--- src/rtl/inv_mix_columns_seq.sv ---
// AES InvMixColumns, iterative: COLS_PER_CYCLE columns of the held state are
// transformed per clock, and the result is held until the downstream stage accepts it.
module inv_mix_columns_seq #(
    parameter int unsigned COLS_PER_CYCLE = 1
) (
    input  logic         clk,
    input  logic         rst,
    input  logic [127:0] in_data,
    input  logic         in_valid,
    output logic         in_ready,
    output logic [127:0] out_data,
    output logic         out_valid,
    input  logic         out_ready
);

    generate
        if (COLS_PER_CYCLE != 1 && COLS_PER_CYCLE != 2 && COLS_PER_CYCLE != 4) begin : g_bad_cols
            $error("inv_mix_columns_seq: COLS_PER_CYCLE must be 1, 2 or 4");
        end
    endgenerate

    localparam logic [2:0] STEP = 3'(COLS_PER_CYCLE);

    typedef enum logic [1:0] {
        IDLE,
        BUSY,
        DONE
    } state_t;

    state_t       state_q;
    logic [127:0] work_q;
    logic [127:0] work_d;
    logic [2:0]   cnt_q;
    logic         in_ready_q;
    logic         out_valid_q;
    logic         last_step;

    function automatic logic [7:0] xtime(input logic [7:0] x);
        return {x[6:0], 1'b0} ^ (x[7] ? 8'h1b : 8'h00);
    endfunction

    function automatic logic [31:0] inv_col(input logic [31:0] col);
        logic [7:0] a  [4];
        logic [7:0] m9 [4];
        logic [7:0] mb [4];
        logic [7:0] md [4];
        logic [7:0] me [4];
        logic [7:0] x2, x4, x8;
        for (int unsigned r = 0; r < 4; r++) begin
            a[r]  = col[31-8*r -: 8];
            x2    = xtime(a[r]);
            x4    = xtime(x2);
            x8    = xtime(x4);
            m9[r] = x8 ^ a[r];
            mb[r] = x8 ^ x2 ^ a[r];
            md[r] = x8 ^ x4 ^ a[r];
            me[r] = x8 ^ x4 ^ x2;
        end
        return {me[0] ^ mb[1] ^ md[2] ^ m9[3],
                m9[0] ^ me[1] ^ mb[2] ^ md[3],
                md[0] ^ m9[1] ^ me[2] ^ mb[3],
                mb[0] ^ md[1] ^ m9[2] ^ me[3]};
    endfunction

    // Only the COLS_PER_CYCLE columns at the counter are replaced; the rest pass through.
    always_comb begin
        work_d = work_q;
        for (int unsigned c = 0; c < 4; c++) begin
            if (3'(c) >= cnt_q && 3'(c) < cnt_q + STEP) begin
                work_d[127-32*c -: 32] = inv_col(work_q[127-32*c -: 32]);
            end
        end
    end

    assign last_step = (cnt_q + STEP) == 3'd4;

    always_ff @(posedge clk or posedge rst) begin
        if (rst) begin
            state_q     <= IDLE;
            work_q      <= '0;
            cnt_q       <= '0;
            in_ready_q  <= 1'b1;
            out_valid_q <= 1'b0;
        end else begin
            case (state_q)
                IDLE: begin
                    if (in_valid) begin
                        work_q     <= in_data;
                        cnt_q      <= '0;
                        in_ready_q <= 1'b0;
                        state_q    <= BUSY;
                    end
                end
                BUSY: begin
                    work_q <= work_d;
                    cnt_q  <= cnt_q + STEP;
                    if (last_step) begin
                        out_valid_q <= 1'b1;
                        state_q     <= DONE;
                    end
                end
                DONE: begin
                    if (out_ready) begin
                        out_valid_q <= 1'b0;
                        in_ready_q  <= 1'b1;
                        state_q     <= IDLE;
                    end
                end
                default: begin
                    out_valid_q <= 1'b0;
                    in_ready_q  <= 1'b1;
                    state_q     <= IDLE;
                end
            endcase
        end
    end

    assign in_ready  = in_ready_q;
    assign out_valid = out_valid_q;
    assign out_data  = work_q;

endmodule
--- config.mk ---
export PLATFORM = sky130hd
export DESIGN_NAME = inv_mix_columns_seq
export DESIGN_NICKNAME = d
export VERILOG_FILES = /design/src/rtl/inv_mix_columns_seq.sv
export SDC_FILE = /design/constraint.sdc
export NUM_CORES = 1
export LEC_CHECK = 0
export BUFFER_PORTS_ARGS = -buffer_cell sky130_fd_sc_hd__buf_2
export CAP_MARGIN = 20
export CORE_UTILIZATION = 55
export DETAILED_ROUTE_END_ITERATION = 8
export GPL_TIMING_DRIVEN = 0
export PLACE_DENSITY = 0.79
export RECOVER_POWER = 100
export SYNTH_ARGS = -nofsm -noshare
export SYNTH_HDL_FRONTEND = slang
export SYNTH_SLANG_ARGS = --single-unit
--- constraint.sdc ---
create_clock -name clk -period 10.7 [get_ports clk]
set_clock_uncertainty 0.1 [all_clocks]
set_input_delay 0.535 -clock clk [delete_from_list [all_inputs] [get_ports clk]]
set_output_delay 0.535 -clock clk [all_outputs]
set_load 0.01 [all_outputs]
==> results.yml <==
status:
  outcome: "finished with violations"
  violations: "capacitance limit, slew limit"
timing:
  maxSlewHeadroom_pct: -42.8
  hold_viol: 0
  max_slew.worst_pin.slew_ns: 2.13
  fin_crit_ns: 3.23
  maxSlewViolCount: 54
  rsz0062_at_grt: "no"
  finalSetupViolations: 0
  clock.fmax_mhz: 310
  setup-tns-final_ns: 0
  period_share_pct: 30.2
global_routing:
  use_met3_pct: 5.53
  grt_busiest_layer: "met2"
  grt_usage_pct: 33.6
  grt-ovfl-total: 0
  use_met1_pct: 44.5
  antenna_found_initial: 2
  met2_usage_pct: 54.8
  grt_pass1_wl_um: 70800
  grt_pass1_vias: 12200
  grt_max_degree: 93
hold_path:
  min_to: "state_q[1]$_DFFE_PP0P_"
  hold_path_class: "input port to flip-flop"
  min_from: "out_ready"
  holdPathStages: 2
synth:
  syn_area_per_cell_sq_um: 9.69
  synth_seq_cells: 135
  yosys_warnings: 0
  yosysMostFrequentCell: "xnor2_1"
  yosysUniqueCellTypes: 38
  ys_seq_area_share_pct: 22.4
  yosysTopAreaCell: "xnor2_1"
  netlist_area_sq_um: 15100
  synth-edff-count: 0
  synthTopCellsByCount: "456 x xnor2_1, 221 x nand2_1, 134 x dfrtp_1"
  async_reset_ff_share_pct: 100
  yosys-top-cells-area: "xnor2_1 26%, dfrtp_1 22%, xnor3_1 17%, xor2_1 7.7%, nand2_1 5.5%"
  synth_top_area_share_pct: 26.5
  syn_nets: 1694
  synth_cells: 1558
  synthFlopType: "dfrtp_1"
final_layout:
  fin_util_pct: 64.1
  drive_gt1_share_pct: 12.8
  fin_nets: 1975
  fin_area_sq_um: 17300
  final_cells: 2193
  syn_to_final_growth_pct: 14.4
routing:
  final_antenna_net_count: 0
  via_per_inst: 5.55
  drt_first_pass_iters: 5
  wl_per_cell_um: 21.1
  vias: 12200
  routed_wl_um: 46300
  first_iter_violations: 1019
  drc_errors: 0
cts:
  cts_setup_buffers: 0
  numCtsBuffers: 17
  cts_resized: 0
  htreeDepth: 4
  clkTransAtPathRegs_ns: 0.06
  cts_max_path_buffers: 2
  cts.sinks: 135
  insertion_delay_ns: 0.44
  cts_tree: "done"
  root_buffer: "clkbuf_16"
  cts_hold_buf: 0
run:
  max_cap_viol_count: 2
die:
  fp.dieW_um: 168
  die-height_um: 168
  ios: 262
  rows: 60
  initial_core_util_pct: 56.0
  core-area_sq_um: 27000
  design.die.area_sq_um: 28100
placed_design:
  place_inst: 2161
  placed_cell_area_sq_um: 16900
  globalplace.congestion: 0.991
  dp_hpwl_um: 35500
  portBuffers: 261
setup_path:
  worstPathRequired_ns: 10.95
  critical_path.most_common_cell: "clkbuf_1"
  cpPeakStageDelay_ns: 1.32
  r2r_setup_slack_ns: 7.47
  critPathLaunchType: "flip-flop"
  critPathBufInv: 2
  critPathArrivalTime_ns: 3.47
  path_cells: "clkbuf_1, nand2_1, o41ai_1, clkbuf_1, nor2_1, a31oi_1"
  worst-path-max-fanout: 10
  end_kind: "flip-flop"
  reg2reg_to: "out_data[64]$_DFFE_PP0P_"
  crit_family: "compound AO/OA/AOI/OAI gates"
  reg2reg_from: "state_q[0]$_DFFE_PP0P_"
  worstSetupPathType: "flip-flop to flip-flop"
  slowest_stage: "o41ai_1"
  rr_worst_depth: 6
[worst max-delay path by stage]
stage	cells after the start	end	slack (ns)	start
4_1_cts	8	out_data[114]$_DFFE_PP0P_	7.73	cnt_q[0]$_DFFE_PP0P_
3_3_place_gp	2	out_data[21]$_DFFE_PP0P_	4.72	rst
5_1_grt	5	out_data[77]$_DFFE_PP0P_	7.20	state_q[0]$_DFFE_PP0P_
6_report	6	out_data[64]$_DFFE_PP0P_	7.47	state_q[0]$_DFFE_PP0P_
3_5_place_dp	8	out_data[109]$_DFFE_PP0P_	7.77	cnt_q[0]$_DFFE_PP0P_
2_1_floorplan	1	cnt_q[0]$_DFFE_PP0P_	6.46	rst
[per-layer routing]
metal / up-vias / part of all wire, %
met5: - / 0.028
met4: 2 / 3.5
met3: 108 / 7.5
met2: 606 / 47
met1: 5877 / 42
li1: 5586 / -
[final cells by class]
| cell class | instances | area (sq um) |
|---|---|---|
| well taps | 341 | 427 |
| plain buffers | 142 | 638 |
| repair buffers | 262 | 1170 |
| multi-input cells | 1274 | 11000 |
| fillers | 2367 | 9690 |
| diodes | 1 | 2.50 |
| inverters | 7 | 27.5 |
| clock inverters | 11 | 126 |
| flip-flops and latches | 135 | 3380 |
| clock buffers | 20 | 457 |
[cell usage in the layout (no fill, tap or decap), drive strengths merged, types with 3 or more instances in the layout]
master and n:
clkbuf 236, ha 4, xor3 16, nor2 129, a31oi 101, clkinv 5, mux2i 4, clkinvlp 5
nand2 221, xnor3 118, buf 188, dfrtp 134, o21a 11, a21oi 25, o21ai 7, o211ai 11
nand3 6, xnor2 466, xor2 140, inv 6, nand3b 3
[flip-flops by register name, indices dropped and copies added (netlist names)]
name	cells
out_data	128
cnt_q	3
state_q	2
in_ready	1
out_valid	1
[metrics by stage]
step / worst slack [ns] / hold slack [ns]
after floorplan: 6.46 / 0.402
after global placement: 4.72 / 0.387
after detailed placement: 7.77 / 0.402
after CTS: 7.73 / 0.0182
after global routing: 7.20 / 0.210
final: 7.47 / 0.216
[logic make-up (layout without fill, tap and decap cells)]
group                    Yosys count  in the layout  share of synthesized area (%)
other                              0              1                              0
flip-flops                       135            135                           22.4
adder cells (fa/ha/maj)            4              4                          0.332
AND/OR/NAND/NOR                  362            362                           9.18
XOR/XNOR                         740            740                           56.4
AO/OA/AOI/OAI                    163            163                           6.89
buffers and inverters            149            442                           4.44
multiplexers                       5              5                          0.340
Power is not shown: default switching activity piles up to over one toggle a cycle in this logic, so the estimate is an artifact.
